===== src/rtl/alarm_pkg.sv =====
// -----------------------------------------------------------------------------
// alarm_pkg
// Shared definitions for the alarm ring controller:
//   - FSM state encodings (IDLE, RING, SNOOZE, DONE) and the state enum
//   - CUR_TIME / ALARM_TIME field positions: HOUR [16:12], MIN [11:6], SEC [5:0]
//   - TIME_W, the packed time width
//   - pack_time(), which builds a packed time word from its fields
// -----------------------------------------------------------------------------
package alarm_pkg;

  localparam int TIME_W  = 17;

  localparam int HOUR_HI = 16;
  localparam int HOUR_LO = 12;
  localparam int MIN_HI  = 11;
  localparam int MIN_LO  = 6;
  localparam int SEC_HI  = 5;
  localparam int SEC_LO  = 0;

  localparam logic [1:0] ENC_IDLE   = 2'd0;
  localparam logic [1:0] ENC_RING   = 2'd1;
  localparam logic [1:0] ENC_SNOOZE = 2'd2;
  localparam logic [1:0] ENC_DONE   = 2'd3;

  typedef enum logic [1:0] {
    S_IDLE   = ENC_IDLE,
    S_RING   = ENC_RING,
    S_SNOOZE = ENC_SNOOZE,
    S_DONE   = ENC_DONE
  } alarm_state_t;

  function automatic logic [TIME_W-1:0] pack_time(input logic [4:0] hour,
                                                  input logic [5:0] min,
                                                  input logic [5:0] sec);
    logic [TIME_W-1:0] t;
    t                 = '0;
    t[HOUR_HI:HOUR_LO] = hour;
    t[MIN_HI:MIN_LO]   = min;
    t[SEC_HI:SEC_LO]   = sec;
    return t;
  endfunction

endpackage


===== src/rtl/alarm_tone_gen.sv =====
// -----------------------------------------------------------------------------
// alarm_tone_gen
// Buzzer waveform: a square-wave tone gated by a 1 s on / 1 s off beat.
// Ports:
//   CLK       in  system clock, posedge
//   RESET     in  synchronous, active-high
//   en        in  high while the alarm rings; gates output and advances tone
//   restart   in  one-cycle pulse on RING entry: tone phase 0, beat on
//   TICK_1HZ  in  one-cycle pulse per second; flips the beat while enabled
//   BUZZER    out tone & beat & en
// -----------------------------------------------------------------------------
module alarm_tone_gen #(
  parameter int TONE_HALF_CLKS = 12500
) (
  input  logic CLK,
  input  logic RESET,
  input  logic en,
  input  logic restart,
  input  logic TICK_1HZ,
  output logic BUZZER
);

  localparam int DIV_W = (TONE_HALF_CLKS > 1) ? $clog2(TONE_HALF_CLKS) : 1;
  localparam logic [DIV_W-1:0] DIV_LAST = DIV_W'(TONE_HALF_CLKS - 1);

  logic [DIV_W-1:0] div_cnt;
  logic             tone;
  logic             beat;

  always_ff @(posedge CLK) begin
    if (RESET) begin
      div_cnt <= '0;
      tone    <= 1'b0;
      beat    <= 1'b0;
    end else if (restart) begin
      div_cnt <= '0;
      tone    <= 1'b0;
      beat    <= 1'b1;
    end else if (en) begin
      if (div_cnt == DIV_LAST) begin
        div_cnt <= '0;
        tone    <= ~tone;
      end else begin
        div_cnt <= div_cnt + 1'b1;
      end
      if (TICK_1HZ) begin
        beat <= ~beat;
      end
    end
  end

  // en comes straight from the registered state, so the buzzer drops in the
  // same cycle the controller leaves RING.
  assign BUZZER = en & tone & beat;

endmodule


===== src/rtl/alarm_ring_ctrl.sv =====
// -----------------------------------------------------------------------------
// alarm_ring_ctrl
// Alarm sequencer: detects CUR_TIME == ALARM_TIME on the 1 Hz tick, rings the
// buzzer, and handles stop, snooze, ring timeout and re-arm.
// Build option: define ALARM_SNOOZE_EN to build the SNOOZE state. Without it,
// KEY_SNOOZE behaves as KEY_STOP and SNOOZING / SNOOZE_LEFT are tied to 0.
// Ports:
//   CLK            in   system clock, posedge
//   RESET          in   synchronous, active-high
//   TICK_1HZ       in   one-cycle pulse per second, aligned with CUR_TIME
//   CUR_TIME       in   {hour[16:12], min[11:6], sec[5:0]}
//   ALARM_TIME     in   same packing
//   ALARM_ENABLE   in   level; low forces IDLE
//   ALARM_SETTING  in   level; high blocks a new match
//   KEY_STOP       in   one-cycle pulse
//   KEY_SNOOZE     in   one-cycle pulse
//   BUZZER         out  tone output, only in RING
//   RINGING        out  high in RING
//   SNOOZING       out  high in SNOOZE
//   SNOOZE_LEFT    out  snoozes remaining this event
//   MISSED         out  sticky: last event ended by timeout
// -----------------------------------------------------------------------------
module alarm_ring_ctrl
  import alarm_pkg::*;
#(
  parameter int RING_TIMEOUT_S = 60,
  parameter int SNOOZE_S       = 300,
  parameter int MAX_SNOOZE     = 3,
  parameter int TONE_HALF_CLKS = 12500
) (
  input  logic              CLK,
  input  logic              RESET,
  input  logic              TICK_1HZ,
  input  logic [TIME_W-1:0] CUR_TIME,
  input  logic [TIME_W-1:0] ALARM_TIME,
  input  logic              ALARM_ENABLE,
  input  logic              ALARM_SETTING,
  input  logic              KEY_STOP,
  input  logic              KEY_SNOOZE,
  output logic              BUZZER,
  output logic              RINGING,
  output logic              SNOOZING,
  output logic [3:0]        SNOOZE_LEFT,
  output logic              MISSED
);

  localparam int RING_W = $clog2(RING_TIMEOUT_S + 1);
  localparam logic [RING_W-1:0] RING_LOAD = RING_W'(RING_TIMEOUT_S);

  alarm_state_t      state, state_nxt;
  logic [RING_W-1:0] ring_cnt, ring_cnt_nxt;
  logic              missed, missed_nxt;
  logic              match;
  logic              restart;

`ifdef ALARM_SNOOZE_EN
  localparam int SNZ_W = $clog2(SNOOZE_S + 1);
  localparam logic [SNZ_W-1:0] SNZ_LOAD = SNZ_W'(SNOOZE_S);

  logic [SNZ_W-1:0] snz_cnt, snz_cnt_nxt;
  logic [3:0]       snooze_left, snooze_left_nxt;
`endif

  assign match = (CUR_TIME == ALARM_TIME) & ALARM_ENABLE & ~ALARM_SETTING;

  always_ff @(posedge CLK) begin
    if (RESET) begin
      state       <= S_IDLE;
      ring_cnt    <= '0;
      missed      <= 1'b0;
`ifdef ALARM_SNOOZE_EN
      snz_cnt     <= '0;
      snooze_left <= '0;
`endif
    end else begin
      state       <= state_nxt;
      ring_cnt    <= ring_cnt_nxt;
      missed      <= missed_nxt;
`ifdef ALARM_SNOOZE_EN
      snz_cnt     <= snz_cnt_nxt;
      snooze_left <= snooze_left_nxt;
`endif
    end
  end

  always_comb begin
    state_nxt       = state;
    ring_cnt_nxt    = ring_cnt;
    missed_nxt      = missed;
`ifdef ALARM_SNOOZE_EN
    snz_cnt_nxt     = snz_cnt;
    snooze_left_nxt = snooze_left;
`endif

    if (!ALARM_ENABLE) begin
      // Disabling the alarm abandons the event; MISSED keeps its history.
      state_nxt       = S_IDLE;
      ring_cnt_nxt    = '0;
`ifdef ALARM_SNOOZE_EN
      snz_cnt_nxt     = '0;
      snooze_left_nxt = '0;
`endif
    end else begin
      case (state)
        S_IDLE: begin
          if (TICK_1HZ && match) begin
            state_nxt       = S_RING;
            ring_cnt_nxt    = RING_LOAD;
            missed_nxt      = 1'b0;
`ifdef ALARM_SNOOZE_EN
            snooze_left_nxt = 4'(MAX_SNOOZE);
`endif
          end
        end

        S_RING: begin
          if (KEY_STOP) begin
            state_nxt = S_DONE;
`ifdef ALARM_SNOOZE_EN
          end else if (KEY_SNOOZE && (snooze_left != 4'd0)) begin
            state_nxt       = S_SNOOZE;
            snooze_left_nxt = snooze_left - 4'd1;
            snz_cnt_nxt     = SNZ_LOAD;
`else
          end else if (KEY_SNOOZE) begin
            state_nxt = S_DONE;
`endif
          end else if (TICK_1HZ && (ring_cnt != '0)) begin
            // An exhausted snooze budget makes KEY_SNOOZE fall through here,
            // so the tick still counts in that cycle.
            ring_cnt_nxt = ring_cnt - 1'b1;
            if (ring_cnt == RING_W'(1)) begin
              state_nxt  = S_DONE;
              missed_nxt = 1'b1;
            end
          end
        end

`ifdef ALARM_SNOOZE_EN
        S_SNOOZE: begin
          if (KEY_STOP) begin
            state_nxt = S_DONE;
          end else if (TICK_1HZ && (snz_cnt != '0)) begin
            snz_cnt_nxt = snz_cnt - 1'b1;
            if (snz_cnt == SNZ_W'(1)) begin
              state_nxt    = S_RING;
              ring_cnt_nxt = RING_LOAD;
            end
          end
        end
`endif

        S_DONE: begin
          // Hold here until the matching second has passed so the same
          // match cannot retrigger the alarm.
          if (!match) begin
            state_nxt       = S_IDLE;
`ifdef ALARM_SNOOZE_EN
            snooze_left_nxt = '0;
`endif
          end
        end

        default: begin
          state_nxt = S_IDLE;
        end
      endcase
    end
  end

  assign restart = (state_nxt == S_RING) && (state != S_RING);

  alarm_tone_gen #(
    .TONE_HALF_CLKS (TONE_HALF_CLKS)
  ) u_tone (
    .CLK      (CLK),
    .RESET    (RESET),
    .en       (state == S_RING),
    .restart  (restart),
    .TICK_1HZ (TICK_1HZ),
    .BUZZER   (BUZZER)
  );

  assign RINGING = (state == S_RING);
  assign MISSED  = missed;

`ifdef ALARM_SNOOZE_EN
  assign SNOOZING    = (state == S_SNOOZE);
  assign SNOOZE_LEFT = snooze_left;
`else
  assign SNOOZING    = 1'b0;
  assign SNOOZE_LEFT = 4'd0;
`endif

endmodule


===== config.mk =====
export PLATFORM = sky130hd
export DESIGN_NAME = alarm_ring_ctrl
export DESIGN_NICKNAME = d
export VERILOG_FILES = /design/src/rtl/alarm_pkg.sv /design/src/rtl/alarm_tone_gen.sv /design/src/rtl/alarm_ring_ctrl.sv
export SDC_FILE = /design/constraint.sdc
export NUM_CORES = 1
export LEC_CHECK = 0
export ABC_CLOCK_PERIOD_IN_PS = 1800
export BUFFER_PORTS_ARGS = -buffer_cell sky130_fd_sc_hd__buf_2
export CORE_UTILIZATION = 45
export CTS_CLUSTER_DIAMETER = 40
export DETAILED_ROUTE_END_ITERATION = 8
export PLACE_DENSITY = 0.74
export SYNTH_ARGS = -nofsm -noshare
export SYNTH_HDL_FRONTEND = slang
export SYNTH_HIERARCHICAL = 1
export SYNTH_SLANG_ARGS = --single-unit

===== constraint.sdc =====
create_clock -name CLK -period 1.8 [get_ports CLK]
set_input_delay 0.18 -clock CLK [delete_from_list [all_inputs] [get_ports CLK]]
set_output_delay 0.18 -clock CLK [all_outputs]
set_load 0.03 [all_outputs]

==> flow_summary.ini, run 1 <==
[pwr]
p_int_mw = 0.7011
power.total_mw = 0.9333
swShare = 0.2487
total_switching_power_mw = 0.2321
vdd_drop_max_mv = 0.4933
power.clock.fraction = 0.278
leakagePower_nw = 0.7159
cellPowerDensity_mw_per_mm2 = 507.1
pwr-share-seq = 0.593
pwr-share-comb = 0.129

[routing]
detailedRoute.firstIterationViolations = 26
drcViolationCount = 0
detail-route-antenna-nets = 0
first_pass_iters = 4
wl_per_cell_um = 10.94
via_per_inst = 4.914
postRouteWirelength_um = 2921
vias = 1312

[synthesis]
ys_types = 39
netlist.area_leader.share = 0.3336
synth_seq_cells = 25
cell_type_with_the_largest_total_area_after_synthesis = sky130_fd_sc_hd__dfxtp_1
ys_top_cells_by_area = sky130_fd_sc_hd__dfxtp_1, sky130_fd_sc_hd__xnor2_1, sky130_fd_sc_hd__nor2_1, sky130_fd_sc_hd__xor2_1, sky130_fd_sc_hd__ha_1
synth-seq-area-share = 0.3336
syn_inst = 170
synth_area_per_cell_um2 = 8.825
post_synth_instance_area_mm2 = 0.001500
yosys_warnings = 6

[timing]
rsz0062_at_grt = no
timing_hold_violations_final = 0
fin_tns_setup_ns = 0
timing.final.max_slew_violations = 0
final.period_utilization = 0.9410
hold_ws_ns = 0.06869
finalCriticalPeriod_ns = 1.694
setup_violations = 0
final_critical_path_setup_slack_ns = 0.1062
timing.fmax_mhz = 590.4
finClkSkew_ns = 0.01754

[worst_setup_path]
worst_setup_path_start_kind = flip-flop
worstRegToRegCells = 4
critical_path.max_fanout = 14
end_kind = flip-flop
reg2reg_slack_ns = 0.11
worstPathRequired_ns = 2.02
regToRegEndpoint = u_tone/div_cnt[5]
r2r_start = u_tone/div_cnt[8]
crit_arrival_ns = 1.91
critical_path_class = flip-flop to flip-flop

[placed_design]
dp_worst_setup_slack_ns = 0.1144
final_hpwl_from_detailed_placement_um = 2319
globalplace.congestion = 0.8583
numPortBuffers = 43

[global_route]
first_global_vias = 1238
grt_first_pass_wirelength_um = 5009
grt-ovfl-total = 0
total_global_route_track_usage = 0.1804
pin_count_of_the_biggest_net_entering_global_routing = 16
initial_antenna_violation_count = 0

[clocking]
htree_num_levels = 1
postCtsHoldBufs = 0
clock_root_buffer = sky130_fd_sc_hd__clkbuf_4
tritoncts.num_buffers = 3
post_cts_resized = 0
clock_tree_from_tritoncts = yes
clock_path_buffers = 2
clock_sinks = 25
clk_latency_ns = 0.33
clk_pin_slew_ns = 0.15

[floorplan]
die_w_um = 59.74
die_area_mm2 = 0.003569
dieHeight_um = 59.74
number_of_i_o_pins = 49
rows = 20
core_region_area_mm2 = 0.003103
start_util = 0.4835

[finish]
num_antenna_cells = 0
post-route-util = 0.5931
most-common-layout-cells = sky130_fd_sc_hd__buf_2, sky130_fd_sc_hd__xnor2_1, sky130_fd_sc_hd__dfxtp_1, sky130_fd_sc_hd__nor2_1, sky130_fd_sc_hd__nand2_1
final_layout_size_suffix_gt1_frac = 0.3049
finalNetCount = 270
final_common_cell = sky130_fd_sc_hd__buf_2
syn2layout_area_growth_pct = 22.69

[hold_path]
whs_path_depth = 2
timing.hold.worst_endpoint = u_tone/tone
min_from = RESET
hold_class = primary input to flip-flop

[outcome]
run_status = finished, final reports clean

[run]
cap_violations = 0
-- critical path: stages (launching register included) --
cell                      delay (ns)
sky130_fd_sc_hd__dfxtp_1        0.38
sky130_fd_sc_hd__or4_1          0.52
sky130_fd_sc_hd__or4_4          0.45
sky130_fd_sc_hd__nand2_4        0.17
sky130_fd_sc_hd__nor2_1         0.07
-- flip-flops by register name, summed over array words and instances, names as in the netlist --
| signal | flops |
|---|---|
| MISSED | 1 |
| ring_cnt | 6 |
| state | 2 |
| u_tone/beat | 1 |
| u_tone/div_cnt | 14 |
| u_tone/tone | 1 |
-- cell usage after synthesis, drive strengths merged --
cell type   n
a211oi      1
a21oi       6
a31o        1
and3        3
and3b       1
buf         7
clkbuf      1
conb        1
dfxtp      25
ha          5
inv         5
mux2i       1
nand2      12
nand2b      2
nand3       4
nand3b      1
nand4      10
nand4b      3
nand4bb     1
nor2       23
nor2b       2
nor3        5
nor4        5
nor4b       1
o2111ai     1
o21ai       2
or2b        1
or3b        1
or4         2
xnor2      28
xor2        9
-- power by group through the flow --
| stage | sequential (mW) | combinational [mW] | clock (mW) |
|---|---|---|---|
| after CTS | 0.554 | 0.122 | 0.272 |
| after global routing | 0.554 | 0.133 | 0.291 |
| after global placement | 0.565 | 0.119 | 0 |
| after floorplan | 0.565 | 0.0740 | 0 |
| after detailed placement | 0.565 | 0.121 | 0 |
| final | 0.553 | 0.121 | 0.259 |
-- cell type report --
class | count | area (um^2)
Inverter | 5 | 18.77
Fill cell | 307 | 1262
Multi-Input combinational cell | 136 | 945.9
Sequential cell | 25 | 500.5
Tap cell | 44 | 55.05
Clock buffer | 3 | 22.52
Timing Repair Buffer | 53 | 290.3
Clock inverter | 1 | 7.507
-- worst max path at each step --
stage	start	endpoint	slack [ns]
2_1_floorplan	state[1]	u_tone/div_cnt[0]	0.002
3_3_place_gp	ALARM_TIME[0]	u_tone/div_cnt[11]	0.15
3_5_place_dp	u_tone/div_cnt[8]	u_tone/div_cnt[5]	0.11
4_1_cts	u_tone/div_cnt[8]	u_tone/div_cnt[5]	0.10
5_1_grt	u_tone/div_cnt[8]	u_tone/div_cnt[10]	0.03
6_report	u_tone/div_cnt[8]	u_tone/div_cnt[5]	0.11
-- what timing repair did --
action	in CTS	in global routing
buffers inserted	0	1
endpoints found under the setup margin	0	3
hold endpoints to repair	0	0
-- through the flow --
stage | cells | cell area [um^2]
after floorplan | 174 | 1529
after global placement | 262 | 1803
after detailed placement | 262 | 1803
after CTS | 266 | 1833
after global routing | 267 | 1841
final | 267 | 1841
-- per-layer routing --
metal | GRT usage | wire (um)
met4 | 0.04983 | 27
met5 | 0 | 0
met3 | 0.04113 | 67
met1 | 0.2090 | 1310
met2 | 0.3286 | 1516
-- cell families after synthesis --
group / synth area share
XOR/XNOR: 0.2160
AO/OA/AOI/OAI: 0.05171
adder cells (fa/ha/maj): 0.04170
other: 0.002500
AND/OR/NAND/NOR: 0.2969
multiplexers: 0.006672
flip-flops: 0.3336
buffers and inverters: 0.05087
Power figures use the tool's default switching activity.
==> run 2: changes to the inputs <==
--- a/config.mk
+++ b/config.mk
@@ -8,6 +8,7 @@
 export ABC_CLOCK_PERIOD_IN_PS = 1800
 export BUFFER_PORTS_ARGS = -buffer_cell sky130_fd_sc_hd__buf_2
 export CORE_UTILIZATION = 45
+export CTS_BUF_LIST = sky130_fd_sc_hd__clkbuf_16
 export CTS_CLUSTER_DIAMETER = 40
 export DETAILED_ROUTE_END_ITERATION = 8
 export PLACE_DENSITY = 0.74
==> run 2 against run 1 <==
  * Final cell count unchanged
  * Register-to-register slack about the same
  * Sequential cell count unchanged
  * Clock skew decreased by 0.011 ns
  * Critical endpoint unchanged
==> flow_summary.ini, run 2 (synthesized netlist as in run 1, its figures left out) <==
[outcome]
run_status = finished, final reports clean

[finish]
most-common-layout-cells = sky130_fd_sc_hd__buf_2, sky130_fd_sc_hd__xnor2_1, sky130_fd_sc_hd__dfxtp_1, sky130_fd_sc_hd__nor2_1, sky130_fd_sc_hd__nand2_1
final_cell_area_mm2 = 0.001899
syn2layout_area_growth_pct = 26.61
finalNetCount = 270
final_common_cell = sky130_fd_sc_hd__buf_2
reg_top3 = u_tone/div_cnt x14, ring_cnt x6, state x2
largest_register = u_tone/div_cnt
final_layout_size_suffix_gt1_frac = 0.3094
largest_register_ffs = 14
num_antenna_cells = 0

[routing]
vias = 1309
drcViolationCount = 0
postRouteWirelength_um = 2965
via_per_inst = 4.903
detailedRoute.firstIterationViolations = 28
wl_per_cell_um = 11.10
detail-route-antenna-nets = 0
first_pass_iters = 4

[pwr]
pwr-share-comb = 0.103
cellPowerDensity_mw_per_mm2 = 616.6
power.clock.fraction = 0.425
total_switching_power_mw = 0.2539
vdd_drop_max_mv = 0.4825
leakagePower_nw = 0.7391
swShare = 0.2168
p_int_mw = 0.9172
pwr-share-seq = 0.472

[worst_setup_path]
critical_path.max_fanout = 14
crit_arrival_ns = 1.83
crit_path_cell_trace = or4_1 -> or4_4 -> nand2_4 -> nor2_1
worst_setup_path_start_kind = flip-flop
worstPathRequired_ns = 1.95
end_kind = flip-flop
cpPeakStageDelay_ns = 0.52
crit_slowest_cell = sky130_fd_sc_hd__or4_1
critical_path_class = flip-flop to flip-flop

[floorplan]
core_region_area_mm2 = 0.003103
dieHeight_um = 59.74
number_of_i_o_pins = 49
die_area_mm2 = 0.003569
rows = 20
start_util = 0.4835
die_w_um = 59.74

[clocking]
clock_path_buffers = 2
tritoncts.num_buffers = 3
htree_num_levels = 1
clk_latency_ns = 0.26
clock_root_buffer = sky130_fd_sc_hd__clkbuf_16
clock_tree_from_tritoncts = yes
clk_pin_slew_ns = 0.06
postCtsHoldBufs = 0
clock_sinks = 25

[timing]
finClkSkew_ns = 0.006104
timing.fmax_mhz = 593.3
final.period_utilization = 0.9363
setup_violations = 0
rsz0062_at_grt = no
timing.final.max_slew_violations = 0
fin_tns_setup_ns = 0
timing_hold_violations_final = 0
finalCriticalPeriod_ns = 1.685

[placed_design]
globalplace.congestion = 0.8583
numPortBuffers = 43
placedInstanceArea_mm2 = 0.001803
final_hpwl_from_detailed_placement_um = 2319

[global_route]
grt_first_pass_wirelength_um = 5043
total_global_route_track_usage = 0.1845
grt-ovfl-total = 0
initial_antenna_violation_count = 0
first_global_vias = 1238
pin_count_of_the_biggest_net_entering_global_routing = 16

[hold_path]
hold_class = primary input to flip-flop

[run]
cap_violations = 0
## run 2: changes by cell type in the layout (fill, tap and decap cells not counted)
cell	change
sky130_fd_sc_hd__nor4_2	+1
sky130_fd_sc_hd__clkbuf_16	+3
sky130_fd_sc_hd__clkbuf_4	-3
sky130_fd_sc_hd__nor4_1	-1
## run 2: final timing paths
kind,end,startpoint,depth (start not counted),slack [ns]
max,u_tone/div_cnt[5],u_tone/div_cnt[8],4,0.11
max reg2reg,u_tone/div_cnt[5],u_tone/div_cnt[8],4,0.11
min,u_tone/tone,RESET,2,0.15
min reg2reg,state[1],state[1],2,0.54
## run 2: per-layer routing
| metal | GRT usage | vias to the layer above | routed length (um) |
|---|---|---|---|
| met1 | 0.2066 | 611 | 1349 |
| met3 | 0.04113 | 4 | 67 |
| met5 | 0 | - | 0 |
| met2 | 0.3381 | 18 | 1525 |
| li1 | - | 676 | - |
| met4 | 0.06645 | 0 | 23 |
## run 2: through the flow
step / hold WS, ns / std cells / setup WS, ns / power [mW] / util
after global placement: 0.4206 / 262 / 0.1474 / 0.6848 / 0.5810
after floorplan: 0.2509 / 174 / 0.002388 / 0.6395 / -
after CTS: 0.1427 / 266 / 0.1154 / 1.192 / 0.6077
after global routing: 0.1561 / 267 / 0.04050 / 1.217 / 0.6121
after detailed placement: 0.4247 / 262 / 0.1144 / 0.6867 / 0.5810
final: 0.1478 / 267 / 0.1146 / 1.171 / 0.6121
## run 2: power groups by stage
| stage | Sequential, mW | Clock [mW] | Combinational [mW] |
|---|---|---|---|
| finish | 0.553 | 0.497 | 0.121 |
| global route | 0.552 | 0.531 | 0.133 |
| CTS | 0.553 | 0.517 | 0.122 |
| detailed placement | 0.565 | 0 | 0.121 |
| global placement | 0.565 | 0 | 0.119 |
| floorplan | 0.565 | 0 | 0.0740 |
## run 2: worst max-delay path: cells and delay by family, from the launching register on
| family | cells | cell delay [ns] |
|---|---|---|
| and+or+nand+nor | 4 | 1.22 |
| DFF | 1 | 0.36 |
## run 2: timing repair
item,4_1_cts,5_1_grt
endpoints found under the setup margin,0,2
buffers inserted,0,1
gates resized for setup,0,1
## run 2: layout make-up
class / instances / area [um^2]
Clock inverter: 1 / 7.507
Multi-Input combinational cell: 136 / 952.2
Timing Repair Buffer: 53 / 290.3
Fill cell: 305 / 1204
Inverter: 5 / 18.77
Tap cell: 44 / 55.05
Clock buffer: 3 / 75.07
Sequential cell: 25 / 500.5
==> run 3: changes to the inputs <==
--- a/config.mk
+++ b/config.mk
@@ -7,10 +7,13 @@
 export LEC_CHECK = 0
 export ABC_CLOCK_PERIOD_IN_PS = 1800
 export BUFFER_PORTS_ARGS = -buffer_cell sky130_fd_sc_hd__buf_2
-export CORE_UTILIZATION = 45
+export CELL_PAD_IN_SITES_DETAIL_PLACEMENT = 2
+export CELL_PAD_IN_SITES_GLOBAL_PLACEMENT = 2
+export CORE_UTILIZATION = 26
 export CTS_BUF_LIST = sky130_fd_sc_hd__clkbuf_16
 export CTS_CLUSTER_DIAMETER = 40
 export DETAILED_ROUTE_END_ITERATION = 8
+export MAX_ROUTING_LAYER = met4
 export PLACE_DENSITY = 0.74
 export SYNTH_ARGS = -nofsm -noshare
 export SYNTH_HDL_FRONTEND = slang
==> run 3 against run 2 <==
  * Combinational power rose by 5%
  * Final cell count rose by 10%
  * Via count rose by 5.8%
  * Worst hold slack improved by 0.040 ns
  * Power rose by 1.5%
  * Setup slack got worse by 0.046 ns
  * Utilization fell by 26 points
  * Critical path depth did not move
  * Sequential power barely moved
  * Fmax fell by 2.7%
  * Clock power rose by 2%
  * Sequential cell count did not move
  * Highest routed layer unchanged
==> flow_summary.ini, run 3 (synthesized netlist as in run 1, its figures left out) <==
[outcome]
run_status = finished, final reports clean

[timing]
timing.final.max_slew_violations = 0
timing_hold_violations_final = 0
finClkSkew_ns = 0.001976
setup_violations = 0
final.period_utilization = 0.9620
timing.fmax_mhz = 577.5
fin_tns_setup_ns = 0
finalCriticalPeriod_ns = 1.732
rsz0062_at_grt = no
hold_ws_ns = 0.1882

[global_route]
pin_count_of_the_biggest_net_entering_global_routing = 15
grt-ovfl-total = 0
grt_first_pass_wirelength_um = 7307
initial_antenna_violation_count = 0
total_global_route_track_usage = 0.1585
first_global_vias = 1523

[finish]
most-common-layout-cells = sky130_fd_sc_hd__buf_2, sky130_fd_sc_hd__xnor2_1, sky130_fd_sc_hd__dfxtp_1, sky130_fd_sc_hd__nor2_1, sky130_fd_sc_hd__nand2_1
final_common_cell = sky130_fd_sc_hd__buf_2
finalNetCount = 270
reg_top3 = u_tone/div_cnt x14, ring_cnt x6, state x2
largest_register_ffs = 14
final_layout_size_suffix_gt1_frac = 0.3094
nFillCells = 654
largest_register = u_tone/div_cnt
syn2layout_area_growth_pct = 29.02
num_antenna_cells = 0
instances_no_fill = 295
post-route-util = 0.3494

[routing]
detailedRoute.firstIterationViolations = 35
via_per_inst = 4.695
highest_layer = met4
met2WireLength_um = 2326
detail-route-antenna-nets = 0
wl_per_cell_um = 14.91
drcViolationCount = 0
postRouteWirelength_um = 4398
first_pass_iters = 4
routed-wl-met3_um = 177
vias = 1385
met1Wirelength_um = 1860

[worst_setup_path]
critical_path_class = flip-flop to flip-flop
worst_setup_path_start_kind = flip-flop
regToRegEndpoint = u_tone/tone
r2r_start = u_tone/div_cnt[8]
worst_setup_path_start = u_tone/div_cnt[8]
crit_arrival_ns = 1.89
worstRegToRegCells = 4
reg2reg_slack_ns = 0.07
critical_path.endpoint = u_tone/tone
critical_path.max_fanout = 6
end_kind = flip-flop
worstPathRequired_ns = 1.96

[clocking]
clock_tree_from_tritoncts = yes
htree_num_levels = 1
postCtsHoldBufs = 0
clock_sinks = 25
clock_root_buffer = sky130_fd_sc_hd__clkbuf_16
tritoncts.num_buffers = 3
clock_path_buffers = 2
clk_latency_ns = 0.26
clk_pin_slew_ns = 0.07

[placed_design]
globalplace.congestion = 0.7637
numPortBuffers = 43
place_inst = 290
final_hpwl_from_detailed_placement_um = 3516

[floorplan]
dieHeight_um = 77.96
number_of_i_o_pins = 49
die_w_um = 77.96
die_area_mm2 = 0.006078
rows = 27
start_util = 0.2708
core_region_area_mm2 = 0.005540

[hold_path]
min_from = RESET
hold_class = primary input to flip-flop
whs_path_depth = 2

[pwr]
cellPowerDensity_mw_per_mm2 = 613.9
vdd_drop_max_mv = 0.4358
leakagePower_nw = 0.7454

[run]
cap_violations = 0
## run 3: area by class of cell
| type | instances | area, um^2 | area share |
|---|---|---|---|
| Inverter | 5 | 18.77 | 0.009696 |
| Multi-Input combinational cell | 136 | 954.7 | 0.4932 |
| Clock buffer | 3 | 75.07 | 0.03878 |
| Sequential cell | 25 | 501.7 | 0.2592 |
| Clock inverter | 1 | 5.005 | 0.002586 |
| Tap cell | 72 | 90.09 | 0.04654 |
| Timing Repair Buffer | 53 | 290.3 | 0.1500 |
## run 3: how the worst min path moves through the flow
stage | end
after global placement | u_tone/tone
final | u_tone/tone
after global routing | u_tone/tone
after detailed placement | u_tone/tone
after CTS | u_tone/tone
after floorplan | u_tone/tone
## run 3: per-layer routing
metal	up-vias	track usage
met5	-	-
met4	0	0.03333
met3	4	0.03412
met2	26	0.2841
met1	679	0.1808
li1	676	-
## run 3: per-stage QoR
step / total power [mW] / cell area [um^2] / worst slack, ns
finish: 1.188 / 1936 / 0.06834
global route: 1.238 / 1936 / 0.007015
CTS: 1.204 / 1918 / 0.04098
detailed placement: 0.6928 / 1838 / 0.04989
global placement: 0.6884 / 1838 / 0.1254
floorplan: 0.6395 / 1529 / 0.002388
## run 3: worst max-delay path: stages, from the launching register on
cell and delay, ns:
sky130_fd_sc_hd__dfxtp_1 0.37, sky130_fd_sc_hd__or4_1 0.53, sky130_fd_sc_hd__or4_4 0.48, sky130_fd_sc_hd__xor2_1 0.19, sky130_fd_sc_hd__nor3_2 0.05
## run 3: where the power goes
part,switching (mW),total [mW],internal [mW]
Sequential,0.000000254,0.553,0.553
Clock,0.208,0.508,0.300
Combinational,0.0638,0.127,0.0634
## run 3: repair_timing
action | in CTS | in global routing
endpoints found under the setup margin | 0 | 10
buffers inserted | 0 | 1
resized for setup | 0 | 2
